[src/rtl/uart_pkg.sv]
// Shared types and constants for the parametrised UART receiver (uart_rx_param).
`timescale 1ns / 100ps
package uart_pkg;

    // Receiver frame states
    typedef enum logic [2:0] {
        StIdle,
        StStart,
        StData,
        StPar,
        StStop,
        StBrk
    } uart_state_e;

    // Parity modes
    localparam int unsigned PAR_NONE = 0;
    localparam int unsigned PAR_ODD  = 1;
    localparam int unsigned PAR_EVEN = 2;

    // Board clocks per oversample tick; never below 1 so the divider stays sane.
    function automatic int unsigned calc_div(input int unsigned board_freq,
                                             input int unsigned baud_rate,
                                             input int unsigned oversample);
        int unsigned div;
        div = board_freq / (baud_rate * oversample);
        return (div == 0) ? 32'd1 : div;
    endfunction

endpackage

[src/rtl/uart_baud_tick.sv]
// Oversample tick divider: one-cycle tick every DIV board clocks, restartable.
`timescale 1ns / 100ps
module uart_baud_tick #(
    parameter int unsigned DIV = 4
) (
    input  logic clk_board,
    input  logic reset_n,
    input  logic restart,
    output logic tick
);

    localparam int unsigned CntW = (DIV > 1) ? $clog2(DIV) : 1;
    localparam logic [CntW-1:0] CntLast = CntW'(DIV - 1);

    logic [CntW-1:0] cnt_q, cnt_d;

    // Next count: wrap at DIV-1, or jump to 0 when a frame starts
    always_comb begin
        cnt_d = cnt_q + CntW'(1);
        if (restart || (cnt_q == CntLast)) begin
            cnt_d = '0;
        end
    end

    // Counter register
    always_ff @(posedge clk_board or negedge reset_n) begin
        if (!reset_n) begin
            cnt_q <= '0;
        end else begin
            cnt_q <= cnt_d;
        end
    end

    assign tick = (cnt_q == CntLast);

endmodule

[src/rtl/uart_rx_param.sv]
// Parametrised UART receiver with valid/ready output, parity/framing/overrun
// status and line-break detection.
// Optional build macro UART_RX_MAJORITY_EN: each bit is the 2-of-3 majority of
// three mid-bit samples instead of a single sample.
`timescale 1ns / 100ps
module uart_rx_param
    import uart_pkg::*;
#(
    parameter int unsigned BOARD_FREQ = 64,
    parameter int unsigned BAUD_RATE  = 1,
    parameter int unsigned OVERSAMPLE = 16,
    parameter int unsigned DATA_BITS  = 8,
    parameter int unsigned MSB_FIRST  = 1,
    parameter int unsigned PARITY     = 0,
    parameter int unsigned STOP_BITS  = 1
) (
    input  logic                 clk_board,
    input  logic                 reset_n,
    input  logic                 enable,
    input  logic                 rx,
    output logic [DATA_BITS-1:0] data,
    output logic                 data_valid,
    input  logic                 data_ready,
    output logic                 parity_err,
    output logic                 framing_err,
    output logic                 overrun,
    output logic                 break_det,
    output logic                 busy
);

    localparam int unsigned DIV  = calc_div(BOARD_FREQ, BAUD_RATE, OVERSAMPLE);
    localparam int unsigned ScW  = $clog2(OVERSAMPLE);
    localparam int unsigned BcW  = 4;
`ifdef UART_RX_MAJORITY_EN
    // Decision lands on the last of the three votes
    localparam int unsigned SDec = OVERSAMPLE / 2;
`else
    localparam int unsigned SDec = OVERSAMPLE / 2 - 1;
`endif
    localparam logic [ScW-1:0] ScDec  = ScW'(SDec);
    // sc value right after a decision tick; keeps every later decision one bit apart
    localparam logic [ScW-1:0] ScNext = ScW'(SDec + 1);
    localparam logic [ScW-1:0] ScLast = ScW'(OVERSAMPLE - 1);
    localparam logic [BcW-1:0] BcData = BcW'(DATA_BITS - 1);
    localparam logic [BcW-1:0] BcStop = BcW'(STOP_BITS - 1);

    uart_state_e          state_q, state_d;
    logic [1:0]           rx_sync_q;
    logic                 rx_s;
    logic                 tick;
    logic                 restart;
    logic [ScW-1:0]       sc_q, sc_d;
    logic [BcW-1:0]       bc_q, bc_d;
    logic [DATA_BITS-1:0] shreg_q, shreg_d;
    logic                 par_bit_q, par_bit_d;
    logic                 stop_bad_q, stop_bad_d;
    logic                 stop_bad_now;
    logic                 bit_val;
    logic                 sample;
    logic                 frame_ok, frame_bad, frame_brk;
    logic                 par_calc, par_err_calc;
    logic                 handshake;

    logic [DATA_BITS-1:0] data_q, data_d;
    logic                 data_valid_q, data_valid_d;
    logic                 parity_err_q, parity_err_d;
    logic                 framing_err_q, framing_err_d;
    logic                 overrun_q, overrun_d;

    // Two-flop synchroniser for the asynchronous serial line (idles high)
    always_ff @(posedge clk_board or negedge reset_n) begin
        if (!reset_n) begin
            rx_sync_q <= 2'b11;
        end else begin
            rx_sync_q <= {rx_sync_q[0], rx};
        end
    end
    assign rx_s = rx_sync_q[1];

    uart_baud_tick #(
        .DIV (DIV)
    ) u_baud_tick (
        .clk_board (clk_board),
        .reset_n   (reset_n),
        .restart   (restart),
        .tick      (tick)
    );

`ifdef UART_RX_MAJORITY_EN
    localparam logic [ScW-1:0] ScEarly = ScW'(OVERSAMPLE / 2 - 2);
    localparam logic [ScW-1:0] ScMid   = ScW'(OVERSAMPLE / 2 - 1);
    logic [1:0] vote_q;

    // Capture the two early votes; the third is rx_s at the decision tick
    always_ff @(posedge clk_board or negedge reset_n) begin
        if (!reset_n) begin
            vote_q <= 2'b11;
        end else if (tick) begin
            if (sc_q == ScEarly) vote_q[0] <= rx_s;
            if (sc_q == ScMid)   vote_q[1] <= rx_s;
        end
    end
    assign bit_val = (vote_q[0] & vote_q[1]) | (vote_q[0] & rx_s) | (vote_q[1] & rx_s);
`else
    assign bit_val = rx_s;
`endif

    assign sample    = tick && (sc_q == ScDec);
    assign handshake = data_valid_q && data_ready;

    // Parity check over the assembled word and received parity bit
    always_comb begin
        par_calc = (^shreg_q) ^ par_bit_q;
        if (PARITY == PAR_ODD) begin
            par_err_calc = ~par_calc;
        end else if (PARITY == PAR_EVEN) begin
            par_err_calc = par_calc;
        end else begin
            par_err_calc = 1'b0;
        end
    end

    // Frame FSM next state, sample counting and bit assembly
    always_comb begin
        state_d      = state_q;
        sc_d         = sc_q;
        bc_d         = bc_q;
        shreg_d      = shreg_q;
        par_bit_d    = par_bit_q;
        stop_bad_d   = stop_bad_q;
        stop_bad_now = stop_bad_q | ~bit_val;
        restart      = 1'b0;
        frame_ok     = 1'b0;
        frame_bad    = 1'b0;
        frame_brk    = 1'b0;

        if (tick && (state_q == StStart || state_q == StData ||
                     state_q == StPar || state_q == StStop)) begin
            sc_d = (sc_q == ScLast) ? '0 : sc_q + ScW'(1);
        end

        case (state_q)
            StIdle: begin
                sc_d       = '0;
                bc_d       = '0;
                par_bit_d  = 1'b0;
                stop_bad_d = 1'b0;
                if (enable && !rx_s) begin
                    state_d = StStart;
                    restart = 1'b1;
                end
            end
            StStart: begin
                if (sample) begin
                    if (bit_val) begin
                        state_d = StIdle;
                        sc_d    = '0;
                    end else begin
                        state_d = StData;
                        sc_d    = ScNext;
                        bc_d    = '0;
                    end
                end
            end
            StData: begin
                if (sample) begin
                    if (MSB_FIRST != 0) begin
                        shreg_d = {shreg_q[DATA_BITS-2:0], bit_val};
                    end else begin
                        shreg_d = {bit_val, shreg_q[DATA_BITS-1:1]};
                    end
                    if (bc_q == BcData) begin
                        state_d = (PARITY != PAR_NONE) ? StPar : StStop;
                        sc_d    = ScNext;
                        bc_d    = '0;
                    end else begin
                        bc_d = bc_q + BcW'(1);
                    end
                end
            end
            StPar: begin
                if (sample) begin
                    par_bit_d = bit_val;
                    state_d   = StStop;
                    sc_d      = ScNext;
                    bc_d      = '0;
                end
            end
            StStop: begin
                if (sample) begin
                    if (bc_q == BcStop) begin
                        sc_d = '0;
                        if (!stop_bad_now) begin
                            frame_ok = 1'b1;
                            state_d  = StIdle;
                        end else if ((shreg_q == '0) && !par_bit_q) begin
                            // Line held low through a zero word: a break, not noise
                            frame_brk = 1'b1;
                            state_d   = StBrk;
                        end else begin
                            frame_bad = 1'b1;
                            state_d   = StIdle;
                        end
                    end else begin
                        bc_d       = bc_q + BcW'(1);
                        stop_bad_d = stop_bad_now;
                    end
                end
            end
            StBrk: begin
                sc_d = '0;
                if (rx_s) begin
                    state_d = StIdle;
                end
            end
            default: begin
                state_d = StIdle;
            end
        endcase

        // Disabling aborts the frame silently
        if (!enable) begin
            state_d   = StIdle;
            sc_d      = '0;
            restart   = 1'b0;
            frame_ok  = 1'b0;
            frame_bad = 1'b0;
            frame_brk = 1'b0;
        end
    end

    // Frame FSM and assembly registers
    always_ff @(posedge clk_board or negedge reset_n) begin
        if (!reset_n) begin
            state_q    <= StIdle;
            sc_q       <= '0;
            bc_q       <= '0;
            shreg_q    <= '0;
            par_bit_q  <= 1'b0;
            stop_bad_q <= 1'b0;
        end else begin
            state_q    <= state_d;
            sc_q       <= sc_d;
            bc_q       <= bc_d;
            shreg_q    <= shreg_d;
            par_bit_q  <= par_bit_d;
            stop_bad_q <= stop_bad_d;
        end
    end

    // Output word, handshake and status next state
    always_comb begin
        data_d        = data_q;
        data_valid_d  = data_valid_q;
        parity_err_d  = parity_err_q;
        overrun_d     = overrun_q;
        framing_err_d = frame_bad | frame_brk;

        if (handshake) begin
            data_valid_d = 1'b0;
            overrun_d    = 1'b0;
        end
        if (frame_ok) begin
            if (!data_valid_q || handshake) begin
                data_d       = shreg_q;
                parity_err_d = par_err_calc;
                data_valid_d = 1'b1;
            end else begin
                // Consumer stalled: keep the old word, drop the new one
                overrun_d = 1'b1;
            end
        end
    end

    // Output registers
    always_ff @(posedge clk_board or negedge reset_n) begin
        if (!reset_n) begin
            data_q        <= '0;
            data_valid_q  <= 1'b0;
            parity_err_q  <= 1'b0;
            framing_err_q <= 1'b0;
            overrun_q     <= 1'b0;
        end else begin
            data_q        <= data_d;
            data_valid_q  <= data_valid_d;
            parity_err_q  <= parity_err_d;
            framing_err_q <= framing_err_d;
            overrun_q     <= overrun_d;
        end
    end

    assign data        = data_q;
    assign data_valid  = data_valid_q;
    assign parity_err  = parity_err_q;
    assign framing_err = framing_err_q;
    assign overrun     = overrun_q;
    assign break_det   = (state_q == StBrk);
    assign busy        = (state_q != StIdle);

endmodule

[config.mk]
export PLATFORM = sky130hd
export DESIGN_NAME = uart_rx_param
export DESIGN_NICKNAME = d
export VERILOG_FILES = /design/src/rtl/uart_pkg.sv /design/src/rtl/uart_baud_tick.sv /design/src/rtl/uart_rx_param.sv
export SDC_FILE = /design/constraint.sdc
export NUM_CORES = 1
export LEC_CHECK = 0
export CORE_UTILIZATION = 43
export DETAILED_ROUTE_END_ITERATION = 16
export PLACE_DENSITY = 0.75
export RECOVER_POWER = 50
export SYNTH_ARGS = -nofsm -noshare
export SYNTH_HDL_FRONTEND = slang
export SYNTH_SLANG_ARGS = --single-unit
[constraint.sdc]
create_clock -name clk_board -period 1.65 [get_ports clk_board]
set_input_delay 0.33 -clock clk_board [delete_from_list [all_inputs] [get_ports clk_board]]
set_output_delay 0.33 -clock clk_board [all_outputs]
set_load 0.01 [all_outputs]
==> flow_metrics.env, run 1 <==
export IMPL_status="complete, but fails checks"
export IMPL_violations="negative setup slack"
export IMPL_clk_pin_slew_ns=0.08
export IMPL_drt_first_pass_iters=4
export IMPL_p_leak_nw=1.29
export IMPL_finalNonFillerCells=286
export IMPL_timing_final_ws_setup_ns=-0.200
export IMPL_pre_cts_ws_ns=-0.403
export IMPL_die_area_um2=4700
export IMPL_startpoint="bc_q[1]"
export IMPL_r2r_cells=7
export IMPL_critical_path_max_fanout=8
export IMPL_ys_seq_elements=36
export IMPL_io_pins=19
export IMPL_grt_pass1_wl_um=7680
export IMPL_synth_area_leaders="dfrtp_1, mux2_2, o21ai_0"
export IMPL_grt_util_all_layers=0.229
export IMPL_cp_end_kind="register"
export IMPL_hold_class="register to register"
export IMPL_total_power_mw=1.98
export IMPL_clockBufferDepth=2
export IMPL_netlist_area_um2=1900
export IMPL_pwr_density_cell_nw_per_um2=707
export IMPL_first_global_vias=1702
export IMPL_grt_max_degree=37
export IMPL_tns_ns=-2.34
export IMPL_cts_tree="built"
export IMPL_n_antenna_cell=0
export IMPL_synth_top_area_frac=0.447
export IMPL_placed_cells=265
export IMPL_peakVddDrop_mv=0.311
export IMPL_cts_root_buf="clkbuf_8"
export IMPL_grt_overflow_total=0
export IMPL_antenna_found_initial=0
export IMPL_max_freq_ghz=0.541
export IMPL_finalCriticalPeriod_ns=1.85
export IMPL_ys_top_cells_by_count="dfrtp_1, mux2_2, o21ai_0, inv_1, nor2_1"
export IMPL_reg2reg_setup_slack_ns=-0.20
export IMPL_async_reset_ff_frac=1.00
export IMPL_synth_edf_count=0
export IMPL_critPathKind="register to register"
export IMPL_ys_warn_count=0
export IMPL_avgSynthCellArea_um2=10.9
export IMPL_wirelength_um=5680
export IMPL_initial_utilization=0.463
export IMPL_drtAntennaViolNets=0
export IMPL_numCtsBuffers=5
export IMPL_yosysMostFrequentCell="dfrtp_1"
export IMPL_synth_fp_nets=183
export IMPL_fin_skew_ns=0.00674
export IMPL_die_h_um=68.6
export IMPL_synth_top_flop_cell="dfrtp_1"
export IMPL_clock_latency_ns=0.30
export IMPL_critPathLaunchType="register"
export IMPL_r2r_end="data[2]"
export IMPL_fin_nets=244
export IMPL_slew_headroom=0.411
export IMPL_vias_per_cell=6.14
export IMPL_clock_sinks=36
export IMPL_drive_above_1_share=0.479
export IMPL_htree_levels=2
export IMPL_required_ns=1.83
export IMPL_vias=1755
export IMPL_fin_area_um2=2800
export IMPL_post_drt_wl_per_cell_um=19.8
export IMPL_io_buffers=17
export IMPL_seq_area_frac_synth=0.474
export IMPL_ys_types=54
export IMPL_synthCells=174
export IMPL_rows=23
export IMPL_synth_top_cell_by_area="dfrtp_1"
export IMPL_die_x_um=68.6
export IMPL_r2r_start="bc_q[1]"
export IMPL_slew_viol_final=0
export IMPL_report_final_hold_viol_count=0
export IMPL_worst_slew_pin_slew_ns=0.883
export IMPL_drc=0
export IMPL_place_area_um2=2360
export IMPL_dp_final_hpwl_um=3200
export IMPL_timing_max_cap_violations=0
export IMPL_arrival_ns=2.03
export IMPL_crit_end="data[2]"
export IMPL_core_area_um2=4120
export IMPL_period_share=1.12
export IMPL_place_gp_congestion=0.870
export IMPL_synthToLayoutAreaGrowth_pct=47.0
export IMPL_setup_viol=15
export IMPL_drt_iter0_markers=221
export IMPL_rsz0062_at_grt="yes"
==> repair_timing <==
item / CTS / global route
pin swaps: 5 / 13
setup buffers: 3 / 9
endpoints found under the setup margin: 29 / 30
gates resized for setup: 25 / 46
hold buffers: 0 / 0
gates cloned: 0 / 1
==> cell usage in the layout (no fill, tap or decap), types with 3 or more instances in the layout <==
cell	count
buf_6	6
buf_4	38
dfrtp_1	32
clkdlybuf4s50_1	13
inv_1	7
nand3_1	3
o21ai_0	6
nor3_1	3
clkbuf_8	5
clkbuf_2	3
o211ai_1	3
nand2_1	5
mux2_4	16
o21ai_1	4
a21oi_1	4
nor2_1	7
==> state kept, by name, summed over array words and instances, names as in the netlist, 2 cells and up <==
name,flops
shreg_q,8
state_q,3
data,8
u_baud_tick.cnt_q,2
rx_sync_q,2
sc_q,4
bc_q,4
==> where the power goes <==
part,internal [mW],total (mW),leakage (nW),switching (mW)
sequential,0.914,0.930,0.488,0.0162
clock,0.447,0.790,0.0541,0.343
combinational,0.120,0.260,0.747,0.140
total,1.48,1.98,1.29,0.499
==> area by class of cell <==
cell class / count / area, um^2
fillers: 285 / 1320
multi-input cells: 118 / 1140
flip-flops and latches: 36 / 906
repair buffers: 65 / 548
clock buffers: 5 / 68.8
well taps: 50 / 62.6
clock inverters: 3 / 42.5
inverters: 9 / 33.8
==> kinds of logic (layout without fill, tap and decap cells) <==
kind of cell    count (synthesis)  in the layout  synth area share
compound gates                 43             43             0.164
mux                            18             18             0.105
simple gates                   50             50             0.167
other cells                     1              1           0.00197
xor+xnor                        2              2           0.00920
flops                          36             36             0.474
buf+inv                        20             82            0.0519
fa+ha+maj                       4              4            0.0263
==> routing by layer <==
layer	GRT usage	share of wire	up-vias
li1	-	-	766
met1	0.268	0.40	883
met2	0.373	0.51	81
met3	0.0609	0.057	25
met4	0.143	0.036	0
met5	0	0	-
==> worst min path at each step <==
stage / startpoint / end / slack (ns) / cells after the start
CTS: rx_sync_q[0] / rx_sync_q[1] / 0.36 / 0
detailed placement: rx_sync_q[0] / rx_sync_q[1] / 0.35 / 0
global route: rx_sync_q[0] / rx_sync_q[1] / 0.36 / 0
floorplan: reset_n / bc_q[0] / 0.03 / 0
finish: rx_sync_q[0] / rx_sync_q[1] / 0.36 / 0
global placement: rx_sync_q[0] / rx_sync_q[1] / 0.35 / 0
==> worst max-delay path, cell delays in order (launching register included) <==
cell and delay, ns:
dfrtp_1 0.40, inv_2 0.09, ha_4 0.13, nor3b_4 0.24, nand4_1 0.22, a21oi_4 0.19
buf_12 0.16, mux2_4 0.30
==> through the flow <==
step | hold WS [ns] | util
CTS | 0.361 | 0.627
global route | 0.362 | 0.680
finish | 0.361 | 0.680
detailed placement | 0.351 | 0.574
global placement | 0.346 | 0.574
floorplan | 0.0344 | -
No activity file was read; power rests on OpenSTA's default activity.
==> inputs of run 2 (changes only) <==
REMOVE_ABC_BUFFERS = 1   (was not set)
==> run 2 against run 1 <==
The flow still finishes with violations (negative setup slack). Sequential power about the same. Via count down 12%. Non-clock buffer count shrank 4. Cell count fell by 1.4%. Count of clock-buffer cells in the layout is 1 higher. Routed wire length decreased by 23%. Global-route usage down 3.3 points. Utilization down 4.4 points. Worst setup slack gained 0.059 ns. First-iteration DRC count fell by 54%. Total power is 6.6% lower. Die area stayed put. Highest routed layer unchanged.
==> flow_metrics.env, run 2 (synthesized netlist as in run 1, its figures left out) <==
export IMPL_drc=0
export IMPL_r2r_end="data[3]"
export IMPL_violations="negative setup slack"
export IMPL_cp_end_kind="register"
export IMPL_fin_nets=240
export IMPL_period_share=1.08
export IMPL_r2r_cells=7
export IMPL_fin_area_um2=2620
export IMPL_wl_met3_um=121
export IMPL_worstHoldPathCells=0
export IMPL_arrival_ns=1.97
export IMPL_die_h_um=68.6
export IMPL_fin_skew_ns=0.00988
export IMPL_setup_viol=13
export IMPL_place_gp_congestion=0.796
export IMPL_finalCriticalPeriod_ns=1.79
export IMPL_fillCellCount=304
export IMPL_layout_commonest_cell="buf_4"
export IMPL_n_antenna_cell=0
export IMPL_tns_ns=-1.33
export IMPL_whs_ns=0.359
export IMPL_total_power_mw=1.85
export IMPL_io_buffers=17
export IMPL_grt_max_degree=37
export IMPL_status="complete, but fails checks"
export IMPL_critical_path_max_fanout=8
export IMPL_dp_final_hpwl_um=2850
export IMPL_clock_sinks=36
export IMPL_synthToLayoutAreaGrowth_pct=37.5
export IMPL_initial_utilization=0.463
export IMPL_antenna_found_initial=0
export IMPL_rows=23
export IMPL_critPathKind="register to register"
export IMPL_io_pins=19
export IMPL_vias_per_cell=5.51
export IMPL_report_final_hold_viol_count=0
export IMPL_timing_final_ws_setup_ns=-0.140
export IMPL_drtAntennaViolNets=0
export IMPL_first_global_vias=1550
export IMPL_cts_root_buf="clkbuf_8"
export IMPL_required_ns=1.83
export IMPL_slew_viol_final=0
export IMPL_grt_overflow_total=0
export IMPL_met1_length_um=2040
export IMPL_max_freq_ghz=0.559
export IMPL_vias=1553
export IMPL_min_to="rx_sync_q[1]"
export IMPL_reg2reg_setup_slack_ns=-0.14
export IMPL_p_leak_nw=1.20
export IMPL_routed_wl_met2_um=2110
export IMPL_highest_layer="met4"
export IMPL_pwr_density_cell_nw_per_um2=706
export IMPL_clk_pin_slew_ns=0.08
export IMPL_hold_path_startpoint="rx_sync_q[0]"
export IMPL_die_area_um2=4700
export IMPL_wirelength_um=4360
export IMPL_grt_util_all_layers=0.197
export IMPL_drive_above_1_share=0.405
export IMPL_core_area_um2=4120
export IMPL_worst_slew_pin_slew_ns=0.879
export IMPL_timing_max_cap_violations=0
export IMPL_clockBufferDepth=2
export IMPL_rsz0062_at_grt="yes"
export IMPL_place_area_um2=2350
export IMPL_die_x_um=68.6
export IMPL_postLayoutCoreUtil=0.636
export IMPL_drt_iter0_markers=102
export IMPL_grt_pass1_wl_um=6730
export IMPL_slew_headroom=0.414
export IMPL_hold_class="register to register"
export IMPL_htree_levels=2
export IMPL_r2r_start="bc_q[0]"
export IMPL_critPathLaunchType="register"
export IMPL_mostFrequentLayoutCells="buf_4, dfrtp_1, clkdlybuf4s50_1"
export IMPL_peakVddDrop_mv=0.353
export IMPL_post_drt_wl_per_cell_um=15.5
export IMPL_clock_latency_ns=0.30
export IMPL_drt_first_pass_iters=6
export IMPL_numCtsBuffers=5
export IMPL_cts_tree="built"
run 2: worst max-delay path by stage:
stage                     startpoint      end  slack, ns  cells after the start
after floorplan              sc_q[0]  data[0]      -0.25                      5
after global placement        enable  data[2]      -0.33                      5
after detailed placement      enable  data[3]      -0.38                      5
after CTS                    bc_q[0]  data[2]      -0.12                      7
after global routing         bc_q[0]  sc_q[3]      -0.17                      6
final                        bc_q[0]  data[3]      -0.14                      7
run 2: metal layers:
layer | global-route usage | vias to the layer above
met5 | 0 | -
met4 | 0.0964 | 0
met3 | 0.0378 | 8
met2 | 0.319 | 23
met1 | 0.250 | 760
li1 | - | 762
run 2: area by class of cell:
| type | count | area [um^2] | share of cell area |
|---|---|---|---|
| Timing Repair Buffer | 61 | 508 | 0.194 |
| Tap cell | 50 | 62.6 | 0.0239 |
| Sequential cell | 36 | 906 | 0.346 |
| Clock inverter | 2 | 13.8 | 0.00526 |
| Multi-Input combinational cell | 118 | 1010 | 0.387 |
| Inverter | 9 | 33.8 | 0.0129 |
| Clock buffer | 6 | 82.6 | 0.0315 |
run 2: per-stage QoR:
step / setup slack, ns / cells
after floorplan: -0.253 / 163
after global placement: -0.328 / 266
after detailed placement: -0.379 / 266
after CTS: -0.123 / 280
after global routing: -0.166 / 282
final: -0.140 / 282
run 2: worst max-delay path: stages, from the launching register on:
cell and delay (ns):
dfrtp_1 0.40, inv_2 0.09, ha_4 0.13, nor3b_4 0.20
nand4_1 0.20, a21oi_4 0.19, buf_12 0.15, mux2_4 0.30
run 2: repair_timing:
item / in CTS / in global routing
gates resized for setup: 19 / 21
setup buffers: 5 / 4
gates cloned: 0 / 0
pin swaps: 4 / 4
setup endpoints to repair: 28 / 32
hold endpoints to repair: 29 / 0
hold buffers: 1 / 0
run 2: power breakdown:
group / internal (mW) / leakage, nW / switching [mW] / total [mW]
logic: 0.128 / 0.661 / 0.121 / 0.249
clock network: 0.341 / 0.0516 / 0.330 / 0.671
registers: 0.914 / 0.488 / 0.0155 / 0.929
==> inputs of run 3 (changes only) <==
==> constraint.sdc (replaced) <==
create_clock -name clk_board -period 1.65 [get_ports clk_board]
set_input_delay 0.33 -clock clk_board [delete_from_list [all_inputs] [get_ports clk_board]]
set_output_delay 0.33 -clock clk_board [all_outputs]
set_load 0.005 [all_outputs]
==> run 3 against run 2 <==
Final area increased by 6.3%. The run still ends with negative setup slack left. Critical path depth did not move. Die area stayed put. Cell count rose by 1.4%. Critical endpoint is now data[0]. Count of clock-buffer cells in the layout shrank 1. Sequential power about the same. Sequential cell count is the same. Worst setup slack worse by 0.039 ns. Maximum frequency down 2.1%.
==> flow_metrics.env, run 3 (synthesized netlist as in run 1, its figures left out) <==
export IMPL_status="complete, but fails checks"
export IMPL_violations="negative setup slack"
export IMPL_required_ns=1.83
export IMPL_layout_commonest_cell="buf_4"
export IMPL_peakVddDrop_mv=0.330
export IMPL_finalNonFillerCells=286
export IMPL_mostFrequentLayoutCells="buf_4, dfrtp_1, clkdlybuf4s50_1"
export IMPL_pwr_density_cell_nw_per_um2=661
export IMPL_dp_final_hpwl_um=2830
export IMPL_wirelength_um=4870
export IMPL_timing_max_cap_violations=0
export IMPL_n_antenna_cell=0
export IMPL_fin_area_um2=2780
export IMPL_cts_root_buf="clkbuf_8"
export IMPL_critPathKind="register to register"
export IMPL_drt_first_pass_iters=4
export IMPL_rows=23
export IMPL_finalCriticalPeriod_ns=1.83
export IMPL_timing_final_ws_setup_ns=-0.179
export IMPL_numCtsBuffers=5
export IMPL_synthToLayoutAreaGrowth_pct=46.1
export IMPL_total_power_mw=1.84
export IMPL_htree_levels=2
export IMPL_worst_slew_pin_slew_ns=0.876
export IMPL_io_pins=19
export IMPL_report_final_hold_viol_count=0
export IMPL_max_freq_ghz=0.547
export IMPL_slew_viol_final=0
export IMPL_place_area_um2=2340
export IMPL_hold_class="input pin to async pin"
export IMPL_drt_iter0_markers=101
export IMPL_grt_overflow_total=0
export IMPL_die_x_um=68.6
export IMPL_grt_max_degree=37
export IMPL_drive_above_1_share=0.475
export IMPL_slew_headroom=0.416
export IMPL_holdBufCountCts=0
export IMPL_period_share=1.11
export IMPL_critPathLaunchType="register"
export IMPL_setup_viol=11
export IMPL_clock_latency_ns=0.30
export IMPL_arrival_ns=2.01
export IMPL_grt_util_all_layers=0.212
export IMPL_io_buffers=17
export IMPL_fillCellCount=278
export IMPL_clockBufferDepth=2
export IMPL_first_global_vias=1597
export IMPL_multi_input_area_um2=1140
export IMPL_cp_end_kind="register"
export IMPL_vias=1656
export IMPL_critical_path_max_fanout=8
export IMPL_postLayoutCoreUtil=0.676
export IMPL_vias_per_cell=5.79
export IMPL_ff_latch_area_um2=905
export IMPL_fin_skew_ns=0.00940
export IMPL_antenna_found_initial=0
export IMPL_cts_tree="built"
export IMPL_clk_pin_slew_ns=0.08
export IMPL_initial_utilization=0.463
export IMPL_post_drt_wl_per_cell_um=17.0
export IMPL_fin_nets=244
export IMPL_placed_cells=267
export IMPL_p_leak_nw=1.26
export IMPL_rsz0062_at_grt="yes"
export IMPL_grt_pass1_wl_um=7200
export IMPL_pre_cts_ws_ns=-0.375
export IMPL_drc=0
export IMPL_place_gp_congestion=0.835
export IMPL_die_area_um2=4700
export IMPL_clock_sinks=36
export IMPL_die_h_um=68.6
export IMPL_drtAntennaViolNets=0
export IMPL_core_area_um2=4120
run 3: worst paths after layout:
path / from / endpoint / slack, ns / depth (start not counted)
max in group asynchronous: reset_n / data_valid / 0.83 / 2
worst min-delay path: reset_n / data[6] / 0.22 / 2
worst max-delay path: bc_q[1] / data[0] / -0.18 / 7
min in group clk_board: rx_sync_q[0] / rx_sync_q[1] / 0.36 / 0
worst max register to register: bc_q[1] / data[0] / -0.18 / 7
worst min register to register: rx_sync_q[0] / rx_sync_q[1] / 0.36 / 0
run 3: timing repair:
item / in CTS / in global routing
pin swaps: 3 / 12
endpoints found under the setup margin: 28 / 30
gates resized for setup: 28 / 40
hold endpoints to repair: 0 / 0
setup buffers: 6 / 8
run 3: metal layers:
layer,up-vias,routed length [um],GRT usage
met5,-,0,0
met4,0,155,0.0964
met3,16,175,0.0592
met2,43,2420,0.344
met1,824,2120,0.261
li1,773,-,-
run 3: area by class of cell:
cell class / count / share of cell area
multi-input cells: 118 / 0.409
well taps: 50 / 0.0225
flip-flops and latches: 36 / 0.325
inverters: 9 / 0.0121
clock buffers: 5 / 0.0247
repair buffers: 65 / 0.200
clock inverters: 3 / 0.00674
run 3: stage by stage:
| step | hold slack, ns | TNS (ns) |
|---|---|---|
| after floorplan | 0.0344 | -2.23 |
| after global placement | 0.347 | -2.88 |
| after detailed placement | 0.347 | -3.71 |
| after CTS | 0.0850 | -1.19 |
| after global routing | 0.319 | -2.46 |
| final | 0.224 | -1.51 |
run 3: report_power, final:
group | switching (mW) | leakage, nW | internal [mW]
registers | 0.0154 | 0.490 | 0.913
logic | 0.137 | 0.718 | 0.148
clock network | 0.331 | 0.0479 | 0.294
run 3: worst max-delay path: stages (launching register included):
cell	delay [ns]
dfrtp_1	0.39
inv_2	0.08
ha_4	0.13
nor3b_4	0.25
nand4_1	0.21
a21oi_4	0.19
buf_12	0.16
mux2_4	0.30
